[src/rtl/stitch_pkg.sv]
// Shared constants and output decode for the stereo stitch sequencer.
// State codes are plain localparams so legacy tooling can read them.
package stitch_pkg;

  localparam int FRAME_PIXELS_DEF = 64;
  localparam int ADDR_W_DEF       = 6;

  localparam logic [2:0] ST_IDLE   = 3'd0;
  localparam logic [2:0] ST_CAP_L  = 3'd1;
  localparam logic [2:0] ST_CAP_R  = 3'd2;
  localparam logic [2:0] ST_PROC_L = 3'd3;
  localparam logic [2:0] ST_PROC_R = 3'd4;
  localparam logic [2:0] ST_DONE   = 3'd5;

  localparam logic BANK_L   = 1'b0;
  localparam logic BANK_R   = 1'b1;
  localparam logic RW_WRITE = 1'b1;
  localparam logic RW_READ  = 1'b0;

  typedef struct packed {
    logic cam_l_enable;
    logic cam_r_enable;
    logic rwm_enable;
    logic rw;
    logic bank_sel;
    logic gs_enable;
    logic busy;
    logic frame_done;
  } stitch_ctrl_t;

  // Moore decode: every control output is a pure function of the state code.
  function automatic stitch_ctrl_t decode_ctrl(input logic [2:0] st);
    stitch_ctrl_t c;
    c = '0;
    case (st)
      ST_CAP_L: begin
        c.cam_l_enable = 1'b1;
        c.rwm_enable   = 1'b1;
        c.rw           = RW_WRITE;
        c.bank_sel     = BANK_L;
      end
      ST_CAP_R: begin
        c.cam_r_enable = 1'b1;
        c.rwm_enable   = 1'b1;
        c.rw           = RW_WRITE;
        c.bank_sel     = BANK_R;
      end
      ST_PROC_L: begin
        c.gs_enable  = 1'b1;
        c.rwm_enable = 1'b1;
        c.rw         = RW_READ;
        c.bank_sel   = BANK_L;
      end
      ST_PROC_R: begin
        c.gs_enable  = 1'b1;
        c.rwm_enable = 1'b1;
        c.rw         = RW_READ;
        c.bank_sel   = BANK_R;
      end
      ST_DONE: c.frame_done = 1'b1;
      default: ;
    endcase
    c.busy = (st != ST_IDLE);
    return c;
  endfunction

endpackage

[src/rtl/stitch_addr_counter.sv]
// Frame pixel address counter: clears, steps on enable, and wraps to zero
// after the last pixel so the next phase always starts at address 0.
module stitch_addr_counter
  import stitch_pkg::*;
#(
  parameter int FRAME_PIXELS = FRAME_PIXELS_DEF,
  parameter int ADDR_W       = ADDR_W_DEF
) (
  input  logic              clk,
  input  logic              rst,
  input  logic              clear,
  input  logic              enable,
  output logic [ADDR_W-1:0] addr,
  output logic              last
);

  localparam logic [ADDR_W-1:0] LAST_ADDR = ADDR_W'(FRAME_PIXELS - 1);

  logic [ADDR_W-1:0] addr_q, addr_d;

  always_comb begin
    addr_d = addr_q;
    if (clear) begin
      addr_d = '0;
    end else if (enable) begin
      addr_d = (addr_q == LAST_ADDR) ? '0 : addr_q + ADDR_W'(1);
    end
  end

  always_ff @(posedge clk or posedge rst) begin
    if (rst) begin
      addr_q <= '0;
    end else begin
      addr_q <= addr_d;
    end
  end

  assign addr = addr_q;
  assign last = (addr_q == LAST_ADDR);

endmodule

[src/rtl/stitch_sequencer.sv]
// Sequences one stereo stitch: capture left, capture right, grayscale left,
// grayscale right, then a one-cycle completion pulse.
module stitch_sequencer
  import stitch_pkg::*;
#(
  parameter int FRAME_PIXELS = FRAME_PIXELS_DEF,
  parameter int ADDR_W       = ADDR_W_DEF
) (
  input  logic              clk,
  input  logic              rst,
  input  logic              start,
  input  logic              abort,
  input  logic              cam_l_valid,
  input  logic              cam_r_valid,
  input  logic              gs_pause,
  output logic              cam_l_enable,
  output logic              cam_r_enable,
  output logic              rwm_enable,
  output logic              rw,
  output logic              bank_sel,
  output logic [ADDR_W-1:0] addr,
  output logic              gs_enable,
  output logic              busy,
  output logic              frame_done,
  output logic [7:0]        frame_count
);

  logic [2:0]   state_q, state_d;
  logic [7:0]   frame_count_q, frame_count_d;
  logic         beat;
  logic         addr_last;
  logic         addr_clear;
  logic         abort_act;
  logic         phase_end;
  stitch_ctrl_t ctrl;

  // A "beat" is whatever advances the address in the current phase.
  always_comb begin
    beat = 1'b0;
    case (state_q)
      ST_CAP_L:             beat = cam_l_valid;
      ST_CAP_R:             beat = cam_r_valid;
      ST_PROC_L, ST_PROC_R: beat = !gs_pause;
      default:              beat = 1'b0;
    endcase
  end

  assign abort_act  = abort && (state_q != ST_IDLE);
  assign phase_end  = beat && addr_last;
  assign addr_clear = abort_act || (state_q == ST_IDLE) || (state_q == ST_DONE);

  stitch_addr_counter #(
    .FRAME_PIXELS (FRAME_PIXELS),
    .ADDR_W       (ADDR_W)
  ) u_addr (
    .clk    (clk),
    .rst    (rst),
    .clear  (addr_clear),
    .enable (beat),
    .addr   (addr),
    .last   (addr_last)
  );

  always_comb begin
    state_d       = state_q;
    frame_count_d = frame_count_q;
    if (abort_act) begin
      state_d = ST_IDLE;
    end else begin
      case (state_q)
        ST_IDLE:   if (start && !abort) state_d = ST_CAP_L;
        ST_CAP_L:  if (phase_end) state_d = ST_CAP_R;
        ST_CAP_R:  if (phase_end) state_d = ST_PROC_L;
        ST_PROC_L: if (phase_end) state_d = ST_PROC_R;
        ST_PROC_R: begin
          // Count on entry to DONE so frame_count is current while frame_done is high.
          if (phase_end) begin
            state_d       = ST_DONE;
            frame_count_d = frame_count_q + 8'd1;
          end
        end
        ST_DONE:   state_d = ST_IDLE;
        default:   state_d = ST_IDLE;
      endcase
    end
  end

  always_ff @(posedge clk or posedge rst) begin
    if (rst) begin
      state_q       <= ST_IDLE;
      frame_count_q <= '0;
    end else begin
      state_q       <= state_d;
      frame_count_q <= frame_count_d;
    end
  end

  assign ctrl         = decode_ctrl(state_q);
  assign cam_l_enable = ctrl.cam_l_enable;
  assign cam_r_enable = ctrl.cam_r_enable;
  assign rwm_enable   = ctrl.rwm_enable;
  assign rw           = ctrl.rw;
  assign bank_sel     = ctrl.bank_sel;
  assign gs_enable    = ctrl.gs_enable;
  assign busy         = ctrl.busy;
  assign frame_done   = ctrl.frame_done;
  assign frame_count  = frame_count_q;

endmodule
[config.mk]
export PLATFORM = sky130hd
export DESIGN_NAME = stitch_sequencer
export DESIGN_NICKNAME = d
export VERILOG_FILES = /design/src/rtl/stitch_pkg.sv /design/src/rtl/stitch_addr_counter.sv /design/src/rtl/stitch_sequencer.sv
export SDC_FILE = /design/constraint.sdc
export NUM_CORES = 1
export LEC_CHECK = 0
export ABC_AREA = 1
export BUFFER_PORTS_ARGS = -buffer_cell sky130_fd_sc_hd__clkbuf_2
export CORE_MARGIN = 2
export CORE_UTILIZATION = 49
export CTS_CLUSTER_SIZE = 24
export DETAILED_ROUTE_END_ITERATION = 10
export GPL_ROUTABILITY_DRIVEN = 0
export GPL_TIMING_DRIVEN = 0
export PLACE_DENSITY = 0.79
export SYNTH_ARGS = -nofsm -noshare
export SYNTH_HDL_FRONTEND = slang
export SYNTH_HIERARCHICAL = 1
export SYNTH_SLANG_ARGS = --single-unit
[constraint.sdc]
create_clock -name clk -period 2.5 [get_ports clk]
set_clock_uncertainty 0.2 [all_clocks]
set_input_delay 0.25 -clock clk [delete_from_list [all_inputs] [get_ports clk]]
set_output_delay 0.25 -clock clk [all_outputs]
set_load 0.005 [all_outputs]
Yosys cells after proc, flatten, opt, wreduce, memory -nomap -nowiden. Cells that the tools add are included. W data, S select, Z words.

Register bits: 17. Latch bits: 0. Memory bits (writable): 0. ROM bits: 0. Input bits: 7. Output and inout port bits: 22. Memories kept: 0.

Add/subtract/negate cells: 2. $mul: 0. Divide/modulo/power cells: 0. Magnitude comparators: 0. Equal/unequal tests: 11. Shift-type cells: 0. Multiplexer cells: 16. Bitwise operators: 1. Reductions and logical operators: 13.

Operator list (number): $mux W3 (6); $mux W6 (3); $pmux W3 S5 (1); $ne A3 B3 Y1 const B (4); $pmux W3 S4 (1); $add A8 B1 Y8 const B (1); $add A6 B1 Y6 const B (1); $eq A3 B2 Y1 const B (2); $eq A3 B3 Y1 const B (2); $eq A6 B6 Y1 const B (1); $reduce_and A5 Y1 (1); $mux W1 (4); $eq A3 B1 Y1 const B (1); $logic_and A1 B1 Y1 (3); $logic_not A3 Y1 (1); $ne A3 B2 Y1 const B (1); $pmux W1 S3 (1); $reduce_and A3 Y1 (1); $reduce_bool A3 Y1 (1); $logic_not A1 Y1 (2); $logic_or A1 B1 Y1 (2); $reduce_bool A2 Y1 (1); $reduce_or A2 Y1 (1); $not A1 Y1 (1).

Logic depth before layout (Yosys ltp). Gate-level depths: netlist of the first run.

Depth in word-level cells: 7. Gate-level depth with buffers: 12. Depth with buffers taken out: 11.

Modules after synthesis. Netlist of the first run, hierarchy kept.

By module, submodules not included: stitch_sequencer (times used 1, cells each 110, area each 840.8 sq um); stitch_addr_counter (times used 1, cells each 53, area each 372.9 sq um).

Worst setup path after synthesis of the first run. OpenSTA, ideal clock, no wires.

Path kind: register to register. Start: register state_q[1]. End: register u_addr.addr_q[5] (netlist: u_addr/addr[5]). Setup time: 0.064 ns. Arrival: 1.426 ns. Slack: 0.810 ns. Cell stages (with the launch flop): 10. Clock period less this slack: 1.690 ns. Cell sequence: dfrtp_1 > inv_2 > nand2_1 > nand2_1 > or2_2 > inv_1 > nand2_1 > nor2_2 > nand3_2 > nand2_2.

Cells in the longest elaborated chain, start to end: 5. Elaborated cells between the ends (all ways): 14. Those cells by class: eq/ne: 5; mux: 2; reduce/logical: 7.

RTL lines: start, declared (RTL line stitch_sequencer.sv:28) `logic [2:0] state_q, state_d;`; start signal, assigned (RTL line stitch_sequencer.sv:93) `state_q <= state_d;`; $reduce_bool A3 Y1 (*); via busy (RTL line stitch_sequencer.sv:23) `output logic busy,`; $logic_and A1 B1 Y1 (*) (RTL line stitch_sequencer.sv:48) `assign abort_act = abort && (state_q != ST_IDLE);`; $logic_or A1 B1 Y1 (*) (2 in series) (RTL line stitch_sequencer.sv:50) `assign addr_clear = abort_act || (state_q == ST_IDLE) || (state_q == ST_DONE);`; via addr_clear (RTL line stitch_sequencer.sv:32) `logic addr_clear;`; $mux W6 or $reduce_bool A2 Y1 (tied branches); end signal, assigned (RTL line stitch_addr_counter.sv:34) `addr_q <= addr_d;`; end, declared (RTL line stitch_addr_counter.sv:19) `logic [ADDR_W-1:0] addr_q, addr_d;`.

Mark *: on every way through the listed nets, which the timed path passes. The rest lies on a longest branch. A chain may end at the register's enable or synchronous reset.

Worst setup path in the final report of the first run.
Start: register state_q[1]. End: register u_addr.addr_q[5] (netlist: u_addr/addr[5]).

Cells in the longest elaborated chain, start to end: 5. Elaborated cells between the ends (all ways): 14. Those cells by class: eq/ne: 5; mux: 2; reduce/logical: 7.

RTL lines (RTL line): $reduce_bool A3 Y1 (stitch_sequencer.sv:48); $logic_and A1 B1 Y1 (stitch_sequencer.sv:48); $logic_or A1 B1 Y1 (stitch_sequencer.sv:50); $logic_or A1 B1 Y1 (*) (stitch_sequencer.sv:50); via addr_clear (stitch_sequencer.sv:32); $mux W6 or $reduce_bool A2 Y1 (tied branches).

Marked as above.

==> flow_summary.html, run 1 <==
<table>
<tr><th>Metric</th><th>Value</th></tr>
<tr><th colspan="2">Critical path</th></tr>
<tr><td>Register-to-Register Path Depth</td><td>9</td></tr>
<tr><td>Kind of start point of the critical path</td><td>flop</td></tr>
<tr><td>Critical Path Most Common Cell</td><td>sky130_fd_sc_hd__nand2_1</td></tr>
<tr><td>Reg-to-reg startpoint</td><td>state_q[1]$_DFFE_PP0P_</td></tr>
<tr><td>Endpoint of the lowest-slack register-to-register path</td><td>u_addr/addr[5]$_DFFE_PP0P_</td></tr>
<tr><td>Number of buffers and inverters on the critical path</td><td>2</td></tr>
<tr><td>Delay of the slowest cell on the worst path</td><td>510 ps</td></tr>
<tr><td>Arrival @ worst endpoint</td><td>1980 ps</td></tr>
<tr><td>Worst endpoint required time</td><td>2530 ps</td></tr>
<tr><td>Worst-path fanout max</td><td>7</td></tr>
<tr><td>Slack of the worst reg-to-reg path</td><td>550 ps</td></tr>
<tr><td>Type of destination of the critical path</td><td>flop</td></tr>
<tr><td>Slowest cell on the critical path</td><td>sky130_fd_sc_hd__dfrtp_1</td></tr>
<tr><td>Cell family with the largest share of critical-path delay</td><td>simple AND/OR/NAND/NOR gates</td></tr>
<tr><td>WS Path Type</td><td>reg -&gt; reg</td></tr>
<tr><td>Cell-by-cell trace of the critical path</td><td>inv_2 -&gt; nand2_1 -&gt; nand2_1 -&gt; or2_2 -&gt; inv_1 -&gt; nand2_1 -&gt; nor2_2 -&gt; nand3_2 -&gt; nand2_2</td></tr>
<tr><th colspan="2">Finish</th></tr>
<tr><td>Combined area of the multi-input logic cells</td><td>683.2 um2</td></tr>
<tr><td>Proportion of layout cells with a drive suffix above 1</td><td>0.2959</td></tr>
<tr><td>Final non-filler cell area</td><td>1428 um2</td></tr>
<tr><td>Area overhead of the layout relative to synthesis</td><td>17.63%</td></tr>
<tr><td>Utilization of the core after routing</td><td>0.5924</td></tr>
<tr><td>Sequential cell area</td><td>425.4 um2</td></tr>
<tr><td>NumNets Final</td><td>206</td></tr>
<tr><td>Antenna Diode Count</td><td>0</td></tr>
<tr><td>Fillers</td><td>218</td></tr>
<tr><th colspan="2">Clock tree</th></tr>
<tr><td>Clock Tree Buf Depth</td><td>2</td></tr>
<tr><td>Sink Count</td><td>17</td></tr>
<tr><td>Maximum level of the CTS H-tree</td><td>1</td></tr>
<tr><td>Root buffer selected by CTS</td><td>sky130_fd_sc_hd__clkbuf_4</td></tr>
<tr><td>Reg clk slew, reported paths</td><td>100 ps</td></tr>
<tr><td>Post-CTS setup buffer count</td><td>0</td></tr>
<tr><td>Num CTS Buffers</td><td>3</td></tr>
<tr><td>CTS tree</td><td>done</td></tr>
<tr><td>Clock latency of the later-clocked register in the worst-skew pair</td><td>290 ps</td></tr>
<tr><th colspan="2">Logic synthesis</th></tr>
<tr><td>Dominant cell type by area after synthesis</td><td>sky130_fd_sc_hd__dfrtp_1</td></tr>
<tr><td>Cell with the most instances after synthesis</td><td>sky130_fd_sc_hd__nand2_1</td></tr>
<tr><td>Portion of synthesized cell area occupied by the leading cell type</td><td>0.3505</td></tr>
<tr><td>Async SR Flop Fraction</td><td>1.000</td></tr>
<tr><td>Post-synthesis instance area</td><td>1214 um2</td></tr>
<tr><td>Share of synthesized area occupied by flip-flops and latches</td><td>0.3505</td></tr>
<tr><td>Number of synthesized register bits</td><td>17</td></tr>
<tr><td>Ranking of synthesized cells by area</td><td>sky130_fd_sc_hd__dfrtp_1 (35%), sky130_fd_sc_hd__nand2_1 (15%), sky130_fd_sc_hd__nand3_1 (9.5%), sky130_fd_sc_hd__inv_1 (5.3%), sky130_fd_sc_hd__nor2_1 (3.7%)</td></tr>
<tr><td>Yosys synthesis warning count</td><td>6</td></tr>
<tr><td>Leading cell types by count after synthesis</td><td>sky130_fd_sc_hd__nand2_1 (48), sky130_fd_sc_hd__nand3_1 (23), sky130_fd_sc_hd__dfrtp_1 (17), sky130_fd_sc_hd__inv_1 (17), sky130_fd_sc_hd__nor2_1 (12)</td></tr>
<tr><td>Post-synth cell types</td><td>28</td></tr>
<tr><td>Number of enable flip-flop cells after synthesis</td><td>0</td></tr>
<tr><td>Top_reg_cell synth</td><td>sky130_fd_sc_hd__dfrtp_1</td></tr>
<tr><td>Cell count after synthesis</td><td>163</td></tr>
<tr><td>Post-synthesis average cell area</td><td>7.446 um2</td></tr>
<tr><td>Net count of the mapped netlist</td><td>172</td></tr>
<tr><th colspan="2">Timing</th></tr>
<tr><td>Rel. slew slack</td><td>0.7293</td></tr>
<tr><td>Setup slack after layout</td><td>555.0 ps</td></tr>
<tr><td>Max Clock Freq</td><td>0.5141 GHz</td></tr>
<tr><td>Number of hold violations in the final report</td><td>0</td></tr>
<tr><td>Transition time of the tightest slew-check pin</td><td>405.7 ps</td></tr>
<tr><td>Final hold slack</td><td>151.8 ps</td></tr>
<tr><td>Minimum clock period</td><td>1945 ps</td></tr>
<tr><td>Final setup vio count</td><td>0</td></tr>
<tr><td>Accumulated negative setup slack</td><td>0 ps</td></tr>
<tr><td>Count of pins over their slew limit</td><td>0</td></tr>
<tr><td>Final period utilization</td><td>0.7780</td></tr>
<tr><td>Setup repair after global routing missed its margin</td><td>no</td></tr>
<tr><th colspan="2">Job</th></tr>
<tr><td>Max-cap check violation count</td><td>0</td></tr>
<tr><th colspan="2">Placed design</th></tr>
<tr><td>Input/output buffers</td><td>28</td></tr>
<tr><td>DP Worst Slack</td><td>601.8 ps</td></tr>
<tr><td>Area after DPL</td><td>1391 um2</td></tr>
<tr><td>Dpl hpwl</td><td>1.918 mm</td></tr>
<tr><th colspan="2">Drt</th></tr>
<tr><td>Iteration-0 DRC count of the detailed router</td><td>9</td></tr>
<tr><td>Number of routed nets with antenna violations</td><td>0</td></tr>
<tr><td>Routed length per instance</td><td>10.53 um</td></tr>
<tr><td>Number of vias after detailed routing</td><td>1098</td></tr>
<tr><td>Drt pass-1 iters</td><td>4</td></tr>
<tr><td>Final routed wirelength across all metal layers</td><td>2.380 mm</td></tr>
<tr><td>DRC</td><td>0</td></tr>
<tr><td>Number of vias per cell after detailed routing</td><td>4.858</td></tr>
<tr><th colspan="2">Worst hold path</th></tr>
<tr><td>End of the worst hold path</td><td>state_q[1]$_DFFE_PP0P_</td></tr>
<tr><td>Worst hold path startpoint</td><td>abort</td></tr>
<tr><td>Tightest Hold Check Type</td><td>in -&gt; reg</td></tr>
<tr><td>Number of instances on the worst hold path</td><td>4</td></tr>
<tr><th colspan="2">Power and ir drop</th></tr>
<tr><td>Static Leak</td><td>0.8019 nW</td></tr>
<tr><td>Power per standard cell area</td><td>690.2 nW/um2</td></tr>
<tr><td>Peak supply drop</td><td>0.6506 mV</td></tr>
<tr><th colspan="2">Global route</th></tr>
<tr><td>Largest net degree at the start of global routing</td><td>12</td></tr>
<tr><td>Antenna violations before repair</td><td>0</td></tr>
<tr><td>Vias in the first global route</td><td>995</td></tr>
<tr><td>Global route total overflow</td><td>0</td></tr>
<tr><td>Total global routing track utilization</td><td>0.2009</td></tr>
<tr><td>First-pass GRT wire length</td><td>4.202 mm</td></tr>
<tr><th colspan="2">Floorplanning</th></tr>
<tr><td>Die ar.</td><td>2891 um2</td></tr>
<tr><td>Die boundary width</td><td>53.77 um</td></tr>
<tr><td>Starting density of the core</td><td>0.5036</td></tr>
<tr><td>Number of placed I/O pins</td><td>29</td></tr>
<tr><td>Site Rows</td><td>18</td></tr>
<tr><td>Core Region</td><td>2410 um2</td></tr>
<tr><td>Chip height</td><td>53.77 um</td></tr>
<tr><th colspan="2">Outcome</th></tr>
<tr><td>Outcome</td><td>finished clean</td></tr>
</table>
==> cell type report <==
cell class / count / share of cell area
buffer: 1 / 0.007888
clock buffer: 4 / 0.01840
inverter: 23 / 0.06573
multi-input combinational: 122 / 0.4785
sequential: 17 / 0.2980
tap: 30 / 0.02629
timing repair buffer: 29 / 0.1052
==> metrics by stage <==
step                power (mW)  std cells
global route             1.067        226
floorplan               0.7000        163
CTS                     0.9950        226
finish                  0.9854        226
detailed placement      0.8461        221
global placement        0.8289        221
==> worst max path at each step <==
stage	to	depth (start not counted)	start
5_1_grt	u_addr/addr[5]$_DFFE_PP0P_	9	state_q[1]$_DFFE_PP0P_
2_1_floorplan	u_addr/addr[5]$_DFFE_PP0P_	9	state_q[1]$_DFFE_PP0P_
3_5_place_dp	u_addr/addr[5]$_DFFE_PP0P_	9	state_q[1]$_DFFE_PP0P_
3_3_place_gp	u_addr/addr[5]$_DFFE_PP0P_	9	state_q[1]$_DFFE_PP0P_
6_report	u_addr/addr[5]$_DFFE_PP0P_	9	state_q[1]$_DFFE_PP0P_
4_1_cts	u_addr/addr[5]$_DFFE_PP0P_	9	state_q[1]$_DFFE_PP0P_
==> per-layer routing <==
metal | GRT usage | up-vias | wire (um)
met5 | 0 | - | 0
met4 | 0.1154 | 0 | 68
met3 | 0.02778 | 6 | 91
met2 | 0.3232 | 25 | 1155
met1 | 0.2565 | 496 | 1064
li1 | - | 571 | -
==> flip-flops by register name (all words and copies together), names as in the netlist <==
register / cells
frame_count: 8
state_q: 3
u_addr/addr: 6
==> cell usage in the layout, fill, tap and decap left out <==
cell	instances
sky130_fd_sc_hd__clkbuf_2	28
sky130_fd_sc_hd__clkbuf_4	3
sky130_fd_sc_hd__a21oi_1	1
sky130_fd_sc_hd__xnor2_1	3
sky130_fd_sc_hd__clkbuf_1	1
sky130_fd_sc_hd__nand2_1	48
sky130_fd_sc_hd__a21boi_1	1
sky130_fd_sc_hd__inv_1	17
sky130_fd_sc_hd__o21ai_0	1
sky130_fd_sc_hd__xor2_1	3
sky130_fd_sc_hd__buf_6	1
sky130_fd_sc_hd__nand3_1	23
sky130_fd_sc_hd__o211ai_1	2
sky130_fd_sc_hd__clkinv_1	1
sky130_fd_sc_hd__nand2_8	2
sky130_fd_sc_hd__nand3_2	1
sky130_fd_sc_hd__nand3b_1	1
sky130_fd_sc_hd__nor2_1	12
sky130_fd_sc_hd__inv_2	4
sky130_fd_sc_hd__nor2_8	1
sky130_fd_sc_hd__inv_8	1
sky130_fd_sc_hd__o21ai_1	1
sky130_fd_sc_hd__nor2_4	1
sky130_fd_sc_hd__nand2_4	2
sky130_fd_sc_hd__nand3b_4	1
sky130_fd_sc_hd__or2_2	1
sky130_fd_sc_hd__dfrtp_1	17
sky130_fd_sc_hd__dlygate4sd3_1	1
sky130_fd_sc_hd__nor3_1	3
sky130_fd_sc_hd__nor2_2	6
sky130_fd_sc_hd__nand2_2	6
sky130_fd_sc_hd__ha_1	2
==> where the power goes <==
part	leakage, nW	switching, mW	internal (mW)
Sequential	0.234	0.0460	0.300
Combinational	0.553	0.306	0.188
Clock	0.0150	0.0831	0.0620
Total	0.802	0.435	0.550
==> cells by family (layout without fill, tap and decap cells) <==
family	Yosys count	count (layout)	synth area share
flip-flops	17	17	0.3505
buffers and inverters	24	57	0.08659
AND/OR/NAND/NOR	108	108	0.4680
adder cells (fa/ha/maj)	2	2	0.02062
AO/OA/AOI/OAI	6	6	0.03091
XOR/XNOR	6	6	0.04331
==> timing repair <==
action                                 4_1_cts  5_1_grt
hold buffers                                 1        0
endpoints found under the hold margin       17        0
resized for setup                            0        0
==> worst register-to-register path, stage by stage, from the launching register on <==
cell	delay (ps)
sky130_fd_sc_hd__dfrtp_1	510
sky130_fd_sc_hd__inv_2	100
sky130_fd_sc_hd__nand2_1	110
sky130_fd_sc_hd__nand2_1	90
sky130_fd_sc_hd__or2_2	330
sky130_fd_sc_hd__inv_1	140
sky130_fd_sc_hd__nand2_1	110
sky130_fd_sc_hd__nor2_2	160
sky130_fd_sc_hd__nand3_2	90
sky130_fd_sc_hd__nand2_2	60
(Power assumes the default switching activity.)
==> run 2, diff against run 1 <==
- ABC_AREA: 1 -> 0
- CORE_UTILIZATION: 49 -> 45
- clock period: 2.5 -> 1.6 ns (I/O delays scaled with it)
==> flow_summary.html, run 2 <==
<table>
<tr><th>Metric</th><th>Value</th></tr>
<tr><th colspan="2">Outcome</th></tr>
<tr><td>Outcome</td><td>complete, but fails checks</td></tr>
<tr><td>Violated checks</td><td>negative setup slack</td></tr>
<tr><th colspan="2">Drt</th></tr>
<tr><td>Final routed wirelength across all metal layers</td><td>2.495 mm (+4.8%)</td></tr>
<tr><td>Number of routed nets with antenna violations</td><td>0 (unchanged)</td></tr>
<tr><td>Drt pass-1 iters</td><td>6 (+2)</td></tr>
<tr><td>Iteration-0 DRC count of the detailed router</td><td>19 (+10)</td></tr>
<tr><td>Number of vias after detailed routing</td><td>951 (-13%)</td></tr>
<tr><td>Number of vias per cell after detailed routing</td><td>5.313 (+9.4%)</td></tr>
<tr><td>Routed length per instance</td><td>13.94 um (+32%)</td></tr>
<tr><td>DRC</td><td>0 (unchanged)</td></tr>
<tr><th colspan="2">Job</th></tr>
<tr><td>Max-cap check violation count</td><td>0 (unchanged)</td></tr>
<tr><th colspan="2">Worst hold path</th></tr>
<tr><td>Tightest Hold Check Type</td><td>in -&gt; reg</td></tr>
<tr><td>Number of instances on the worst hold path</td><td>3 (-1)</td></tr>
<tr><th colspan="2">Clock tree</th></tr>
<tr><td>Num CTS Buffers</td><td>3 (unchanged)</td></tr>
<tr><td>CTS tree</td><td>done</td></tr>
<tr><td>Maximum level of the CTS H-tree</td><td>1 (unchanged)</td></tr>
<tr><td>Sink Count</td><td>17 (unchanged)</td></tr>
<tr><td>Root buffer selected by CTS</td><td>sky130_fd_sc_hd__clkbuf_4</td></tr>
<tr><td>Clock latency of the later-clocked register in the worst-skew pair</td><td>290 ps (about the same)</td></tr>
<tr><td>Reg clk slew, reported paths</td><td>90 ps (about the same)</td></tr>
<tr><td>Clock Tree Buf Depth</td><td>2 (unchanged)</td></tr>
<tr><th colspan="2">Placed design</th></tr>
<tr><td>Dpl hpwl</td><td>1.506 mm (-21%)</td></tr>
<tr><td>Input/output buffers</td><td>28 (unchanged)</td></tr>
<tr><td>Area after DPL</td><td>1184 um2 (-15%)</td></tr>
<tr><td>DP Worst Slack</td><td>-595.3 ps (-1197 ps)</td></tr>
<tr><th colspan="2">Critical path</th></tr>
<tr><td>Cell family with the largest share of critical-path delay</td><td>simple AND/OR/NAND/NOR gates</td></tr>
<tr><td>Cell-by-cell trace of the critical path</td><td>or3b_4 -&gt; o32ai_4 -&gt; or2_1 -&gt; buf_6 -&gt; nand4_1 -&gt; or3_1 -&gt; a21oi_2</td></tr>
<tr><td>Worst endpoint required time</td><td>1620 ps (-910 ps)</td></tr>
<tr><td>Slack of the worst reg-to-reg path</td><td>-440 ps (-1000 ps)</td></tr>
<tr><td>Worst-path fanout max</td><td>5 (-2)</td></tr>
<tr><td>Slowest cell on the critical path</td><td>sky130_fd_sc_hd__dfrtp_1</td></tr>
<tr><td>Delay of the slowest cell on the worst path</td><td>420 ps (-90 ps)</td></tr>
<tr><td>Type of destination of the critical path</td><td>flop</td></tr>
<tr><td>Arrival @ worst endpoint</td><td>2070 ps (+90 ps)</td></tr>
<tr><td>WS Path Type</td><td>reg -&gt; reg</td></tr>
<tr><td>Number of buffers and inverters on the critical path</td><td>1 (-1)</td></tr>
<tr><td>Register-to-Register Path Depth</td><td>7 (-2)</td></tr>
<tr><td>Kind of start point of the critical path</td><td>flop</td></tr>
<tr><td>Total stage count of the critical path</td><td>7 (-2)</td></tr>
<tr><th colspan="2">Finish</th></tr>
<tr><td>Proportion of layout cells with a drive suffix above 1</td><td>0.4342 (+0.1383)</td></tr>
<tr><td>Number of flip-flops under the largest register name</td><td>8 (unchanged)</td></tr>
<tr><td>NumNets Final</td><td>162 (-21%)</td></tr>
<tr><td>Commonest non-fill, non-tap cell in the layout</td><td>sky130_fd_sc_hd__clkbuf_2</td></tr>
<tr><td>Area overhead of the layout relative to synthesis</td><td>43.96%</td></tr>
<tr><td>Most frequent cells in the layout</td><td>sky130_fd_sc_hd__clkbuf_2 (25), sky130_fd_sc_hd__dfrtp_1 (15), sky130_fd_sc_hd__buf_4 (10), sky130_fd_sc_hd__nand2_1 (9)</td></tr>
<tr><td>Utilization of the core after routing</td><td>0.7011 (+0.1087)</td></tr>
<tr><td>Final non-filler cell area</td><td>1418 um2 (-0.70%)</td></tr>
<tr><td>Antenna Diode Count</td><td>0 (unchanged)</td></tr>
<tr><th colspan="2">Logic synthesis</th></tr>
<tr><td>Net count of the mapped netlist</td><td>113 (-34%)</td></tr>
<tr><td>Number of synthesized register bits</td><td>17 (unchanged)</td></tr>
<tr><td>Portion of synthesized cell area occupied by the leading cell type</td><td>0.4320 (+0.08150)</td></tr>
<tr><td>Yosys synthesis warning count</td><td>6 (unchanged)</td></tr>
<tr><td>Ranking of synthesized cells by area</td><td>sky130_fd_sc_hd__dfrtp_1 (43%), sky130_fd_sc_hd__xnor2_1 (6.2%), sky130_fd_sc_hd__nand4_1 (4.4%), sky130_fd_sc_hd__a21oi_1 (3.6%), sky130_fd_sc_hd__nand2_1 (3.4%)</td></tr>
<tr><td>Post-synthesis instance area</td><td>984.7 um2 (-19%)</td></tr>
<tr><td>Cell count after synthesis</td><td>104 (-36%)</td></tr>
<tr><td>Share of synthesized area occupied by flip-flops and latches</td><td>0.4320 (+0.08150)</td></tr>
<tr><td>Post-synth cell types</td><td>33 (+18%)</td></tr>
<tr><td>Dominant cell type by area after synthesis</td><td>sky130_fd_sc_hd__dfrtp_1</td></tr>
<tr><td>Number of enable flip-flop cells after synthesis</td><td>0 (unchanged)</td></tr>
<tr><td>Cell with the most instances after synthesis</td><td>sky130_fd_sc_hd__dfrtp_1</td></tr>
<tr><td>Leading cell types by count after synthesis</td><td>sky130_fd_sc_hd__dfrtp_1 (17), sky130_fd_sc_hd__nand2_1 (9), sky130_fd_sc_hd__nor2_1 (9)</td></tr>
<tr><td>Post-synthesis average cell area</td><td>9.468 um2 (+27%)</td></tr>
<tr><td>Async SR Flop Fraction</td><td>1.000 (unchanged)</td></tr>
<tr><td>Top_reg_cell synth</td><td>sky130_fd_sc_hd__dfrtp_1</td></tr>
<tr><th colspan="2">Timing</th></tr>
<tr><td>Final hold slack</td><td>87.93 ps (-63.90 ps)</td></tr>
<tr><td>Max Clock Freq</td><td>0.4891 GHz (-4.9%)</td></tr>
<tr><td>Minimum clock period</td><td>2045 ps (+99.51 ps)</td></tr>
<tr><td>Final setup vio count</td><td>24 (+24)</td></tr>
<tr><td>Accumulated negative setup slack</td><td>-6415 ps (-6415 ps)</td></tr>
<tr><td>Transition time of the tightest slew-check pin</td><td>404.0 ps (-1.619 ps)</td></tr>
<tr><td>Setup repair after global routing missed its margin</td><td>yes</td></tr>
<tr><td>Setup slack after layout</td><td>-444.5 ps (-999.5 ps)</td></tr>
<tr><td>Final period utilization</td><td>1.278 (+0.4998)</td></tr>
<tr><td>Count of pins over their slew limit</td><td>0 (unchanged)</td></tr>
<tr><td>Number of hold violations in the final report</td><td>0 (unchanged)</td></tr>
<tr><td>Rel. slew slack</td><td>0.7303 (+0.001081)</td></tr>
<tr><th colspan="2">Floorplanning</th></tr>
<tr><td>Starting density of the core</td><td>0.4870 (-0.01663)</td></tr>
<tr><td>Die ar.</td><td>2579 um2 (-11%)</td></tr>
<tr><td>Number of placed I/O pins</td><td>29 (unchanged)</td></tr>
<tr><td>Chip height</td><td>50.78 um (-5.6%)</td></tr>
<tr><td>Site Rows</td><td>16 (-2)</td></tr>
<tr><td>Die boundary width</td><td>50.78 um (-5.6%)</td></tr>
<tr><td>Core Region</td><td>2022 um2 (-16%)</td></tr>
<tr><th colspan="2">Global route</th></tr>
<tr><td>Antenna violations before repair</td><td>0 (unchanged)</td></tr>
<tr><td>Global route total overflow</td><td>0 (unchanged)</td></tr>
<tr><td>Largest net degree at the start of global routing</td><td>12 (unchanged)</td></tr>
<tr><td>First-pass GRT wire length</td><td>3.836 mm (-8.7%)</td></tr>
<tr><td>Vias in the first global route</td><td>851 (-14%)</td></tr>
<tr><td>Total global routing track utilization</td><td>0.1976 (-0.003336)</td></tr>
<tr><th colspan="2">Power and ir drop</th></tr>
<tr><td>Peak supply drop</td><td>0.4458 mV (-31%)</td></tr>
<tr><td>Static Leak</td><td>0.6801 nW (-15%)</td></tr>
<tr><td>Power per standard cell area</td><td>534.0 nW/um2 (-23%)</td></tr>
</table>
run 2: per-layer routing:
layer,global-route usage,vias up,part of all wire
li1,-,473,-
met1,0.2481,458,0.44
met2,0.3333,16,0.51
met3,0.05655,4,0.044
met4,0.04955,0,0.0068
met5,0,-,0
run 2: cell families (layout without fill, tap and decap cells):
| group | after synthesis | after routing | synth area share |
|---|---|---|---|
| flops | 17 | 17 | 0.4320 |
| buf+inv | 7 | 55 | 0.03177 |
| mux | 5 | 5 | 0.05464 |
| xor+xnor | 10 | 10 | 0.08895 |
| compound gates | 16 | 16 | 0.09529 |
| fa+ha+maj | 2 | 2 | 0.02541 |
| simple gates | 47 | 47 | 0.2719 |
run 2: cell type report:
type	instances	area (um2)
plain buffers	4	43.79
clock buffers	4	26.28
fillers	161	604.3
inverters	3	13.76
multi-input cells	80	588.1
flip-flops and latches	17	427.9
well taps	27	33.78
repair buffers	44	284.0
run 2: worst reg2reg max path, delay by kind of cell, from the launching register on:
kind | cells | cell delay [ps]
flip-flops | 1 | 420
buffers and inverters | 1 | 110
AND/OR/NAND/NOR | 4 | 1020
AO/OA/AOI/OAI | 2 | 230
run 2: path summary, 6_finish.rpt:
| kind | from | endpoint |
|---|---|---|
| setup / recovery | state_q[1]$_DFFE_PP0P_ | u_addr/addr[5]$_DFFE_PP0P_ |
| min in group asynchronous | rst | u_addr/addr[4]$_DFFE_PP0P_ |
| setup reg to reg | state_q[1]$_DFFE_PP0P_ | u_addr/addr[5]$_DFFE_PP0P_ |
| hold / removal | abort | state_q[2]$_DFFE_PP0P_ |
| hold reg to reg | frame_count[7]$_DFFE_PP0P_ | frame_count[7]$_DFFE_PP0P_ |
| max in group asynchronous | rst | state_q[0]$_DFFE_PP0P_ |
run 2: through the flow:
step	power, mW	cells
after floorplan	0.4809	104
after CTS	0.7515	173
after global placement	0.5066	159
final	0.7570	179
after detailed placement	0.5088	159
after global routing	0.7930	179
run 2: where the power goes:
part,total (mW),switching [mW],internal [mW]
clock,0.225,0.128,0.0970
combinational,0.0982,0.0501,0.0481
sequential,0.434,0.00214,0.432
total,0.757,0.180,0.577
run 2: repair_timing:
action                                  CTS  global route
buffers inserted                          8             7
resized for setup                        14            17
hold buffers                              2             0
endpoints found under the setup margin   25            25
pin swaps                                 7             5
hold endpoints to repair                 18             0
==> run 3, diff against run 2 <==
- RECOVER_POWER: not set -> 100
==> flow_summary.html, run 3 (same netlist as run 2, synthesis figures left out) <==
<table>
<tr><th>Metric</th><th>Value</th></tr>
<tr><th colspan="2">Critical path</th></tr>
<tr><td>Worst-path fanout max</td><td>5 (unchanged)</td></tr>
<tr><td>Slowest cell on the critical path</td><td>sky130_fd_sc_hd__dfrtp_1</td></tr>
<tr><td>Cell-by-cell trace of the critical path</td><td>or3b_4 -&gt; o32ai_4 -&gt; or2_1 -&gt; buf_6 -&gt; nand4_1 -&gt; or3_1 -&gt; a21oi_2</td></tr>
<tr><td>Arrival @ worst endpoint</td><td>2070 ps (about the same)</td></tr>
<tr><td>Kind of start point of the critical path</td><td>flop</td></tr>
<tr><td>Type of destination of the critical path</td><td>flop</td></tr>
<tr><td>WS Path Type</td><td>reg -&gt; reg</td></tr>
<tr><td>Worst endpoint required time</td><td>1620 ps (about the same)</td></tr>
<tr><td>Delay of the slowest cell on the worst path</td><td>420 ps (about the same)</td></tr>
<tr><th colspan="2">Floorplanning</th></tr>
<tr><td>Die boundary width</td><td>50.78 um (unchanged)</td></tr>
<tr><td>Site Rows</td><td>16 (unchanged)</td></tr>
<tr><td>Chip height</td><td>50.78 um (unchanged)</td></tr>
<tr><td>Starting density of the core</td><td>0.4870 (unchanged)</td></tr>
<tr><td>Die ar.</td><td>2579 um2 (unchanged)</td></tr>
<tr><td>Number of placed I/O pins</td><td>29 (unchanged)</td></tr>
<tr><td>Core Region</td><td>2022 um2 (unchanged)</td></tr>
<tr><th colspan="2">Drt</th></tr>
<tr><td>Drt pass-1 iters</td><td>6 (unchanged)</td></tr>
<tr><td>Number of routed nets with antenna violations</td><td>0 (unchanged)</td></tr>
<tr><td>Number of vias after detailed routing</td><td>953 (+0.21%)</td></tr>
<tr><td>DRC</td><td>0 (unchanged)</td></tr>
<tr><td>Routed length per instance</td><td>13.97 um (+0.20%)</td></tr>
<tr><td>Number of vias per cell after detailed routing</td><td>5.324 (+0.21%)</td></tr>
<tr><td>Iteration-0 DRC count of the detailed router</td><td>18 (-1)</td></tr>
<tr><td>Final routed wirelength across all metal layers</td><td>2.500 mm (+0.20%)</td></tr>
<tr><th colspan="2">Timing</th></tr>
<tr><td>Final period utilization</td><td>1.278 (about the same)</td></tr>
<tr><td>Max Clock Freq</td><td>0.4891 GHz (about the same)</td></tr>
<tr><td>Setup slack after layout</td><td>-444.6 ps (-0.03200 ps)</td></tr>
<tr><td>Setup repair after global routing missed its margin</td><td>yes</td></tr>
<tr><td>Rel. slew slack</td><td>0.7291 (-0.001220)</td></tr>
<tr><td>Count of pins over their slew limit</td><td>0 (unchanged)</td></tr>
<tr><td>Minimum clock period</td><td>2045 ps (+0.03200 ps)</td></tr>
<tr><td>Transition time of the tightest slew-check pin</td><td>405.9 ps (+1.828 ps)</td></tr>
<tr><td>Number of hold violations in the final report</td><td>0 (unchanged)</td></tr>
<tr><td>Final setup vio count</td><td>24 (unchanged)</td></tr>
<tr><th colspan="2">Clock tree</th></tr>
<tr><td>Reg clk slew, reported paths</td><td>90 ps (about the same)</td></tr>
<tr><td>Clock Tree Buf Depth</td><td>2 (unchanged)</td></tr>
<tr><td>Sink Count</td><td>17 (unchanged)</td></tr>
<tr><td>Maximum level of the CTS H-tree</td><td>1 (unchanged)</td></tr>
<tr><td>Clock latency of the later-clocked register in the worst-skew pair</td><td>290 ps (about the same)</td></tr>
<tr><td>Root buffer selected by CTS</td><td>sky130_fd_sc_hd__clkbuf_4</td></tr>
<tr><td>Num CTS Buffers</td><td>3 (unchanged)</td></tr>
<tr><td>CTS tree</td><td>done</td></tr>
<tr><th colspan="2">Job</th></tr>
<tr><td>Max-cap check violation count</td><td>0 (unchanged)</td></tr>
<tr><th colspan="2">Finish</th></tr>
<tr><td>NumNets Final</td><td>162 (unchanged)</td></tr>
<tr><td>Proportion of layout cells with a drive suffix above 1</td><td>0.4013 (-0.03289)</td></tr>
<tr><td>Area overhead of the layout relative to synthesis</td><td>43.33%</td></tr>
<tr><td>Number of flip-flops under the largest register name</td><td>8 (unchanged)</td></tr>
<tr><td>Number of standard cells in the layout, taps in and fillers out</td><td>179 (unchanged)</td></tr>
<tr><td>Most frequent cells in the layout</td><td>sky130_fd_sc_hd__clkbuf_2 (20), sky130_fd_sc_hd__dfrtp_1 (15), sky130_fd_sc_hd__buf_4 (10), sky130_fd_sc_hd__nand2_1 (9)</td></tr>
<tr><td>Commonest non-fill, non-tap cell in the layout</td><td>sky130_fd_sc_hd__clkbuf_2</td></tr>
<tr><td>Antenna Diode Count</td><td>0 (unchanged)</td></tr>
<tr><th colspan="2">Global route</th></tr>
<tr><td>First-pass GRT wire length</td><td>3.836 mm (unchanged)</td></tr>
<tr><td>Vias in the first global route</td><td>851 (unchanged)</td></tr>
<tr><td>Largest net degree at the start of global routing</td><td>12 (unchanged)</td></tr>
<tr><td>Total global routing track utilization</td><td>0.1976 (unchanged)</td></tr>
<tr><td>Antenna violations before repair</td><td>0 (unchanged)</td></tr>
<tr><td>Global route total overflow</td><td>0 (unchanged)</td></tr>
<tr><th colspan="2">Placed design</th></tr>
<tr><td>Placed insts</td><td>159 (unchanged)</td></tr>
<tr><td>Dpl hpwl</td><td>1.506 mm (unchanged)</td></tr>
<tr><td>Input/output buffers</td><td>28 (unchanged)</td></tr>
<tr><th colspan="2">Outcome</th></tr>
<tr><td>Violated checks</td><td>negative setup slack</td></tr>
<tr><td>Outcome</td><td>complete, but fails checks</td></tr>
<tr><th colspan="2">Worst hold path</th></tr>
<tr><td>Tightest Hold Check Type</td><td>in -&gt; reg</td></tr>
<tr><th colspan="2">Power and ir drop</th></tr>
<tr><td>Peak supply drop</td><td>0.4457 mV (about the same)</td></tr>
<tr><td>Static Leak</td><td>0.6627 nW (-2.5%)</td></tr>
<tr><td>Power per standard cell area</td><td>536.3 nW/um2 (+0.45%)</td></tr>
<tr><td>Tot Pwr</td><td>0.7570 mW (about the same)</td></tr>
</table>
-- run 3: cell counts in the layout (fill, tap and decap cells not counted) --
Identical to the previous run, type by type.
-- run 3: worst paths after layout --
kind                                            start                    endpoint  slack [ps]  cells after the start
min in group asynchronous                         rst  u_addr/addr[4]$_DFFE_PP0P_         120                      3
setup / recovery               state_q[1]$_DFFE_PP0P_  u_addr/addr[5]$_DFFE_PP0P_        -440                      7
hold reg to reg            frame_count[7]$_DFFE_PP0P_  frame_count[7]$_DFFE_PP0P_         280                      1
setup reg to reg               state_q[1]$_DFFE_PP0P_  u_addr/addr[5]$_DFFE_PP0P_        -440                      7
max in group asynchronous                         rst      state_q[0]$_DFFE_PP0P_         730                      3
hold / removal                                  abort      state_q[2]$_DFFE_PP0P_          90                      3
-- run 3: power by group --
| group | internal, mW | switching (mW) |
|---|---|---|
| clock network | 0.0970 | 0.128 |
| registers | 0.432 | 0.00214 |
| logic | 0.0481 | 0.0501 |
| total | 0.577 | 0.180 |
-- run 3: layer usage --
layer	GRT usage	vias up	routed length (um)
li1	-	473	-
met1	0.2481	460	1087
met2	0.3333	16	1282
met3	0.05655	4	112
met4	0.04955	0	17
met5	0	-	0
-- run 3: cell type report --
| class | count | area (um2) |
|---|---|---|
| plain buffers | 4 | 43.79 |
| well taps | 27 | 33.78 |
| clock buffers | 4 | 26.28 |
| flip-flops and latches | 17 | 427.9 |
| inverters | 3 | 13.76 |
| fillers | 164 | 610.6 |
| multi-input cells | 80 | 588.1 |
| repair buffers | 44 | 277.8 |
-- run 3: metrics by stage --
stage               hold WS, ps  setup slack (ps)  utilization  TNS (ps)  area (um2)
CTS                       61.59            -408.6       0.6615     -5298        1338
finish                    87.91            -444.6       0.6980     -6416        1411
global placement         -116.6            -531.2       0.5854     -5494        1184
global route              116.7            -553.4       0.6980     -8704        1411
floorplan                -249.1            -354.6            -     -3425        1010
detailed placement       -114.0            -595.3       0.5854     -6288        1184
-- run 3: what timing repair did --
action | in CTS | in global routing
hold endpoints to repair | 18 | 0
setup endpoints to repair | 25 | 25
resized for setup | 14 | 17
hold buffers | 2 | 0
setup buffers | 8 | 7
pin swaps | 7 | 5
-- run 3: worst max-delay path, delay by kind of cell, from the launching register on --
| kind | cells | cell delay (ps) |
|---|---|---|
| AOI/OAI and AO/OA | 2 | 230 |
| buffers and inverters | 1 | 110 |
| and+or+nand+nor | 4 | 1020 |
| DFF | 1 | 420 |
